`src/rtl/valid_strobe_gen.sv`:
```
// -----------------------------------------------------------------------------
// valid_strobe_gen
//
// Programmable periodic enable generator. While running, emits a one-cycle
// o_valid strobe every (L+1) clock cycles, where L is the terminal count for
// the rate selected on the switches. A new rate is latched only at a period
// boundary, so the strobe never produces a shortened or stretched period.
// A wrapping count of emitted strobes is exported for debug.
//
// Ports:
//   clock        in   system clock, rising-edge
//   i_reset      in   synchronous active-low reset
//   i_sw         in   [0] run enable, [2:1] rate select, [3] ignored
//   o_valid      out  registered strobe, one cycle per period
//   o_busy       out  high while in RUN
//   o_pulse_cnt  out  strobes emitted since reset, wraps modulo 2**NB_PULSE
// -----------------------------------------------------------------------------
module valid_strobe_gen #(
  parameter int          NB_COUNTER = 32,
  parameter int          NB_SW      = 4,
  parameter int          NB_PULSE   = 8,
  parameter int unsigned LIMIT_R0   = (2**23) - 1,
  parameter int unsigned LIMIT_R1   = (2**24) - 1,
  parameter int unsigned LIMIT_R2   = (2**25) - 1,
  parameter int unsigned LIMIT_R3   = (2**26) - 1
) (
  input  logic                clock,
  input  logic                i_reset,
  input  logic [NB_SW-1:0]    i_sw,
  output logic                o_valid,
  output logic                o_busy,
  output logic [NB_PULSE-1:0] o_pulse_cnt
);

  typedef enum logic {
    ST_IDLE = 1'b0,
    ST_RUN  = 1'b1
  } state_t;

  state_t                r_state;
  state_t                w_state_next;
  logic [NB_COUNTER-1:0] r_counter;
  logic [NB_COUNTER-1:0] w_counter_next;
  logic [NB_COUNTER-1:0] w_limit;
  logic [1:0]            r_rate;
  logic [1:0]            w_rate_next;
  logic                  r_valid;
  logic                  w_valid_next;
  logic [NB_PULSE-1:0]   r_pulse_cnt;
  logic [NB_PULSE-1:0]   w_pulse_next;

  logic       w_enable;
  logic [1:0] w_rate_sel;
  logic       w_unused_sw;

  assign w_enable    = i_sw[0];
  assign w_rate_sel  = i_sw[2:1];
  // Reserved switch bits are intentionally ignored.
  assign w_unused_sw = ^i_sw[NB_SW-1:3];

  // Terminal count for the rate latched at the last period boundary.
  always_comb begin
    case (r_rate)
      2'd0:    w_limit = NB_COUNTER'(LIMIT_R0);
      2'd1:    w_limit = NB_COUNTER'(LIMIT_R1);
      2'd2:    w_limit = NB_COUNTER'(LIMIT_R2);
      default: w_limit = NB_COUNTER'(LIMIT_R3);
    endcase
  end

  // Next-state and next-output logic.
  always_comb begin
    // NOTE: every output of this block gets a default first so that no path
    // leaves a signal unassigned, which would otherwise infer a latch.
    w_state_next   = r_state;
    w_counter_next = r_counter;
    w_rate_next    = r_rate;
    w_valid_next   = 1'b0;
    w_pulse_next   = r_pulse_cnt;

    case (r_state)
      ST_IDLE: begin
        w_counter_next = '0;
        if (w_enable) begin
          w_state_next = ST_RUN;
          w_rate_next  = w_rate_sel;
        end
      end
      ST_RUN: begin
        if (!w_enable) begin
          // Disable wins over a coincident terminal count: no strobe.
          w_state_next   = ST_IDLE;
          w_counter_next = '0;
        end else if (r_counter == w_limit) begin
          w_counter_next = '0;
          w_valid_next   = 1'b1;
          w_pulse_next   = r_pulse_cnt + NB_PULSE'(1);
          // Period boundary: the only place a rate change is accepted.
          w_rate_next    = w_rate_sel;
        end else begin
          w_counter_next = r_counter + NB_COUNTER'(1);
        end
      end
      default: begin
        w_state_next   = ST_IDLE;
        w_counter_next = '0;
      end
    endcase
  end

  // State and output registers.
  always_ff @(posedge clock) begin
    // NOTE: sequential state uses non-blocking assignments so every register
    // samples the pre-edge values regardless of statement order.
    if (!i_reset) begin
      // Reset overrides everything, including a terminal-count cycle.
      r_state     <= ST_IDLE;
      r_counter   <= '0;
      r_rate      <= 2'd0;
      r_valid     <= 1'b0;
      r_pulse_cnt <= '0;
    end else begin
      r_state     <= w_state_next;
      r_counter   <= w_counter_next;
      r_rate      <= w_rate_next;
      r_valid     <= w_valid_next;
      r_pulse_cnt <= w_pulse_next;
    end
  end

  assign o_valid     = r_valid;
  assign o_busy      = (r_state == ST_RUN);
  assign o_pulse_cnt = r_pulse_cnt;

endmodule

```
`config.mk`:
```
export PLATFORM = sky130hd
export DESIGN_NAME = valid_strobe_gen
export DESIGN_NICKNAME = d
export VERILOG_FILES = /design/src/rtl/valid_strobe_gen.sv
export SDC_FILE = /design/constraint.sdc
export NUM_CORES = 1
export LEC_CHECK = 0
export ABC_AREA = 1
export CAP_MARGIN = 20
export CORE_ASPECT_RATIO = 0.75
export CORE_MARGIN = 2
export CORE_UTILIZATION = 35
export CTS_BUF_LIST = sky130_fd_sc_hd__clkbuf_8 sky130_fd_sc_hd__clkbuf_16
export DETAILED_ROUTE_END_ITERATION = 7
export GPL_TIMING_DRIVEN = 0
export SYNTH_ARGS = -nofsm -noshare
export SYNTH_HDL_FRONTEND = slang
export SYNTH_SLANG_ARGS = --single-unit
```
`constraint.sdc`:
```
create_clock -name clock -period 1.65 [get_ports clock]
set_clock_uncertainty 0.05 [all_clocks]
set_input_delay 0.33 -clock clock [delete_from_list [all_inputs] [get_ports clock]]
set_output_delay 0.33 -clock clock [all_outputs]
set_load 0.02 [all_outputs]
```
==> flow_summary.toml, run 1 <==
[cells_and_area]
antenna-diode-count = 0
syn_to_final_growth_pct = 29.2
drive_gt1_share_pct = 23.6
seq_area_um2 = 908
multi_input_area_um2 = 1480
final_common_cell = "nand2_1"
layout_common_cells = "nand2_1, nor2_1, inv_1, dfxtp_1, nand3_1"
nFillCells = 682
fin_nets = 406
fin_cells = 482

[critical_path]
slowest_stage = "clkdlybuf4s50_1"
cp.required_ns = 1.27
crit_path_end_kind = "primary output"
ff2ff_path_depth = 12
start_kind = "flop"
crit_family = "buffers and inverters"
crit_fanout = 2
cp_slowest_stage_delay_ns = 0.60
regToRegSetupSlack_ns = 0.05
r2r-start = "r_counter[0]$_SDFF_PP0_"
cp_cell_sequence = "clkdlybuf4s50_1"
critPathBufInv = 1
cp.arrival_ns = 1.22
r2r-end = "o_pulse_cnt[7]$_SDFFE_PN0P_"
path_class = "flop to primary output"

[power]
p_seq_share_pct = 57.4
ir_drop_mv = 0.304
p_per_area_nw_per_um2 = 596
power_frac_comb_pct = 4.2
p_clk_share_pct = 38.4
switching_share_pct = 21.0
p_sw_uw = 392
power_mw = 1.86
p_leak_nw = 1.17
p_int_mw = 1.47

[grt]
antenna_found_initial = 0
track_usage_pct = 16.8
grt_max_degree = 13
grt_pass1_wl_um = 10200
grt_pass1_vias = 2127
grt-ovfl-total = 0

[route]
first_iter_violations = 202
dr.pass1.iters = 4
ant_nets = 0
wirelength_um = 6110
detail_route.drc_violations = 0
via_per_inst = 4.69
via_count = 2262
wire_per_inst_um = 12.7

[timing]
whs_ns = 0.440
finalMaxSlewViolations = 0
rsz0062_at_grt = "true"
min_period_ns = 1.60
slew_headroom_pct = 74.3
tightest_slew_ns = 0.383
finalSetupViolCount = 0
setup_ws_ns = 0.0485
hold_viol = 0
fin_crit_sh_pct = 97.1
max_freq_mhz = 624

[logic_synthesis]
netlist_instances = 360
ys_warn_count = 0
synth_nets = 368
synth_cell_types = 28
synth_area_um2 = 2420
ys_ff_latch = 44
ys_seq_area_share_pct = 36.4
synth_edf_count = 0
synthFlopType = "dfxtp_1"
synth.avg_cell_area_um2 = 6.73
ys_async_sr_fraction_pct = 0

[die]
die_h_um = 76.0
rows = 26
die_x_um = 100
die_area_um2 = 7610
initial_utilization_pct = 35.8
ios = 16
coreArea_um2 = 6770

[cts]
numCtsBuffers = 5
cts_tree = "done"
htreeDepth = 2
hold_buffers = 0
clkSlewWorstSetupHoldPaths_ns = 0.08
root_buffer = "clkbuf_8"
clk_latency_ns = 0.29
clock_sinks = 44
cts_buffer_depth = 2

[worst_hold_path]
hold_path_end = "r_counter[31]$_SDFF_PP0_"
min_path_cells = 2
hold_start = "r_counter[31]$_SDFF_PP0_"
hp-class = "flop to flop"

[run]
drv_cap = 0

[placement]
port_buffers = 14
numPlacedInstances = 458
dp_hpwl_um = 4370
gp_congestion = 0.887
pre_cts_ws_ns = -0.248

[outcome]
outcome = "finished clean"
logic make-up (layout without fill, tap and decap cells):
logic type / after synthesis / in the layout / synth area share, %
AO/OA/AOI/OAI: 14 / 14 / 2.89
XOR/XNOR: 19 / 19 / 6.87
adder cells (fa/ha/maj): 2 / 2 / 1.03
buffers and inverters: 51 / 89 / 9.41
flip-flops: 44 / 44 / 36.4
AND/OR/NAND/NOR: 230 / 230 / 43.4
state kept, by name, indices dropped and copies added, names as in the netlist:
signal	count
o_busy	1
o_valid	1
r_counter	32
r_rate	2
o_pulse_cnt	8
power by group through the flow:
| stage | clock network (mW) | registers (mW) | logic (mW) |
|---|---|---|---|
| 2_1_floorplan | 0 | 1.10 | 0.0394 |
| 3_3_place_gp | 0 | 1.10 | 0.0637 |
| 3_5_place_dp | 0 | 1.10 | 0.0643 |
| 4_1_cts | 0.746 | 1.07 | 0.0762 |
| 5_1_grt | 0.793 | 1.07 | 0.0872 |
| 6_report | 0.716 | 1.07 | 0.0780 |
worst min-delay path: stages (launching register included):
cell and delay (ns):
dfxtp_1 0.33, nand2_1 0.07, a21oi_1 0.05
per-layer routing:
layer	global-route usage (%)	wire, um	part of all wire (%)	up-vias
met3	3.49	346	5.7	6
met1	26.4	3180	52	1017
li1	-	-	-	1196
met4	4.38	65	1.1	0
met5	0	0	0	-
met2	23.0	2520	41	43
worst max-delay path by stage:
stage | cells after the start | endpoint | startpoint | slack, ns
2_1_floorplan | 11 | o_pulse_cnt[5]$_SDFFE_PN0P_ | r_counter[0]$_SDFF_PP0_ | 0.02
3_5_place_dp | 9 | r_counter[22]$_SDFF_PP0_ | r_counter[0]$_SDFF_PP0_ | -0.25
3_3_place_gp | 9 | r_counter[23]$_SDFF_PP0_ | r_counter[0]$_SDFF_PP0_ | -0.23
5_1_grt | 6 | r_counter[29]$_SDFF_PP0_ | r_counter[12]$_SDFF_PP0_ | -0.10
4_1_cts | 12 | o_pulse_cnt[2]$_SDFFE_PN0P_ | r_counter[1]$_SDFF_PP0_ | 0.009
6_report | 1 | o_pulse_cnt[4] | o_pulse_cnt[4]$_SDFFE_PN0P_ | 0.05
Yosys cell counts, types with 3 or more instances:
cell / number / area [um2]
nand2_1: 92 / 345
nor3_1: 14 / 70.1
nand3_2: 7 / 70.1
nand3_1: 19 / 95.1
nand4_1: 9 / 56.3
xor2_1: 13 / 114
inv_1: 44 / 165
nor2_4: 3 / 33.8
dfxtp_1: 44 / 881
xnor2_1: 6 / 52.6
buf_4: 3 / 22.5
a21oi_1: 11 / 55.1
nor2_2: 4 / 25.0
nor2_1: 73 / 274
metrics by stage:
step / setup TNS, ns / cell area (um2) / util, %
global placement: -7.29 / 2670 / 39.4
detailed placement: -8.06 / 2670 / 39.4
global route: -0.642 / 3130 / 46.2
floorplan: 0 / 2420 / -
CTS: 0 / 2940 / 43.5
finish: 0 / 3130 / 46.2
area by class of cell:
cell class | instances | area share, %
multi-input cells | 265 | 47.3
flip-flops and latches | 44 | 29.0
repair buffers | 31 | 9.44
inverters | 45 | 5.40
well taps | 84 | 3.36
clock buffers | 7 | 3.08
plain buffers | 6 | 2.36
timing repair:
action | CTS | global route
gates cloned | 2 | 0
setup endpoints to repair | 50 | 41
resized for setup | 32 | 43
buffers inserted | 7 | 8
pin swaps | 4 | 18
(Power assumes the default switching activity.)
==> inputs of run 2 (changes only) <==
--- a/config.mk
+++ b/config.mk
@@ -8,11 +8,11 @@
 export ABC_AREA = 1
 export CAP_MARGIN = 20
 export CORE_ASPECT_RATIO = 0.75
-export CORE_MARGIN = 2
 export CORE_UTILIZATION = 35
 export CTS_BUF_LIST = sky130_fd_sc_hd__clkbuf_8 sky130_fd_sc_hd__clkbuf_16
 export DETAILED_ROUTE_END_ITERATION = 7
 export GPL_TIMING_DRIVEN = 0
+export SLEW_MARGIN = 20
 export SYNTH_ARGS = -nofsm -noshare
 export SYNTH_HDL_FRONTEND = slang
 export SYNTH_SLANG_ARGS = --single-unit
==> run 2 against run 1 <==
Compared with the run above: cell count decreased by 0.83%; largest cell class unchanged; critical path type is now flop to flop; sequential cell count stayed put; maximum frequency rose by 0.22%; register-to-register slack about the same; sequential power hardly changed; sequential share of layout area up 0.39 points; critical path depth increased by 9; die area shrank 4.6%; count of clock-buffer cells in the layout fell by 2; via count rose by 0.62%; highest routed layer unchanged; total power increased by 5.6%.
==> flow_summary.toml, run 2 (synthesis gave the netlist of run 1 again) <==
[outcome]
outcome = "finished clean"

[critical_path]
crit_path_end_kind = "flop"
path_class = "flop to flop"
start_kind = "flop"
cp.required_ns = 1.81
crit_fanout = 5
cp.arrival_ns = 1.75

[cts]
root_buffer = "clkbuf_8"
clkSlewWorstSetupHoldPaths_ns = 0.09
cts_buffer_depth = 2
hold_buffers = 0
clock_sinks = 44
cts_tree = "done"
clk_latency_ns = 0.30
numCtsBuffers = 5
htreeDepth = 2

[cells_and_area]
final_common_cell = "nand2_1"
largest_register_ffs = 32
drive_gt1_share_pct = 21.9
syn_to_final_growth_pct = 27.1
layout_common_cells = "nand2_1, nor2_1, inv_1, dfxtp_1"
largest-register = "r_counter"
fin_nets = 404
fin_cells = 478
antenna-diode-count = 0
design_area_um2 = 3080
nFillCells = 658

[placement]
numPlacedInstances = 455
gp_congestion = 0.869
place_area_um2 = 2660
port_buffers = 14
dp_hpwl_um = 4310

[power]
p_leak_nw = 1.21
ir_drop_mv = 0.258
p_per_area_nw_per_um2 = 640

[run]
drv_cap = 0

[route]
dr.pass1.iters = 5
ant_nets = 0
detail_route.drc_violations = 0
wire_per_inst_um = 12.3
via_per_inst = 4.76
via_count = 2276
wirelength_um = 5880
first_iter_violations = 140

[timing]
finalMaxSlewViolations = 0
slew_headroom_pct = 69.6
finalSetupViolCount = 0
min_period_ns = 1.60
fin_crit_sh_pct = 96.8
tightest_slew_ns = 0.452
whs_ns = 0.441
max_freq_mhz = 626
hold_viol = 0
rsz0062_at_grt = "true"

[die]
die_h_um = 74.0
ios = 16
die_area_um2 = 7260
rows = 25
die_x_um = 98.0
initial_utilization_pct = 37.4
coreArea_um2 = 6470

[grt]
grt-ovfl-total = 0
antenna_found_initial = 0
grt_max_degree = 14
track_usage_pct = 17.2
grt_pass1_vias = 2043
grt_pass1_wl_um = 9750

[worst_hold_path]
hp-class = "flop to flop"
run 2: changes by cell type in the layout (fill, tap and decap cells not counted), sizes merged:
cell / previous run / this run
bufinv: 0 / 1
dlymetal6s2s: 0 / 3
inv: 45 / 46
clkinv: 0 / 1
buf: 22 / 20
clkbuf: 8 / 6
dlygate4sd2: 7 / 6
clkdlybuf4s50: 7 / 5
run 2: final timing paths:
kind | slack [ns] | from | endpoint | cells past startpoint
setup / recovery | 0.05 | r_counter[13]$_SDFF_PP0_ | o_pulse_cnt[5]$_SDFFE_PN0P_ | 10
hold / removal | 0.44 | r_counter[31]$_SDFF_PP0_ | r_counter[31]$_SDFF_PP0_ | 2
setup reg to reg | 0.05 | r_counter[13]$_SDFF_PP0_ | o_pulse_cnt[5]$_SDFFE_PN0P_ | 10
hold reg to reg | 0.44 | r_counter[31]$_SDFF_PP0_ | r_counter[31]$_SDFF_PP0_ | 2
run 2: what timing repair did:
item,4_1_cts,5_1_grt
pin swaps,3,13
resized for setup,29,35
buffers inserted,5,8
setup endpoints to repair,49,45
cloned,2,0
run 2: metrics by stage:
step	utilization (%)	total power, mW	setup WS [ns]	setup TNS [ns]
after floorplan	-	1.14	0.0166	0
after global placement	41.1	1.16	-0.246	-7.75
after detailed placement	41.1	1.16	-0.264	-8.41
after CTS	45.3	1.99	0.00264	0
after global routing	47.5	2.05	-0.0507	-0.202
final	47.5	1.97	0.0520	0
run 2: power breakdown:
group,switching [mW],internal (mW)
combinational,0.0410,0.0382
sequential,0.00789,1.07
clock,0.374,0.444
run 2: critical path, cell delays in order (launching register included):
cell	delay, ns
dfxtp_2	0.38
nand2_1	0.11
nor2_1	0.14
nand2_2	0.10
nor2_4	0.15
nand2_2	0.08
nor2_4	0.13
buf_6	0.14
nand2_4	0.06
o21ai_2	0.12
nor2_1	0.04
run 2: routing by layer:
| metal | GRT usage (%) | routed length, um | up-vias |
|---|---|---|---|
| met3 | 3.29 | 377 | 4 |
| met1 | 25.5 | 3070 | 1022 |
| li1 | - | - | 1189 |
| met2 | 25.3 | 2370 | 61 |
| met4 | 5.05 | 60 | 0 |
| met5 | 0 | 0 | - |
run 2: final cells by class:
type	instances	area, um2	area share (%)
flip-flops and latches	44	906	29.4
clock buffers	5	68.8	2.24
multi-input cells	265	1430	46.5
well taps	81	101	3.29
clock inverters	3	38.8	1.26
inverters	45	169	5.49
repair buffers	29	289	9.39
plain buffers	6	73.8	2.40
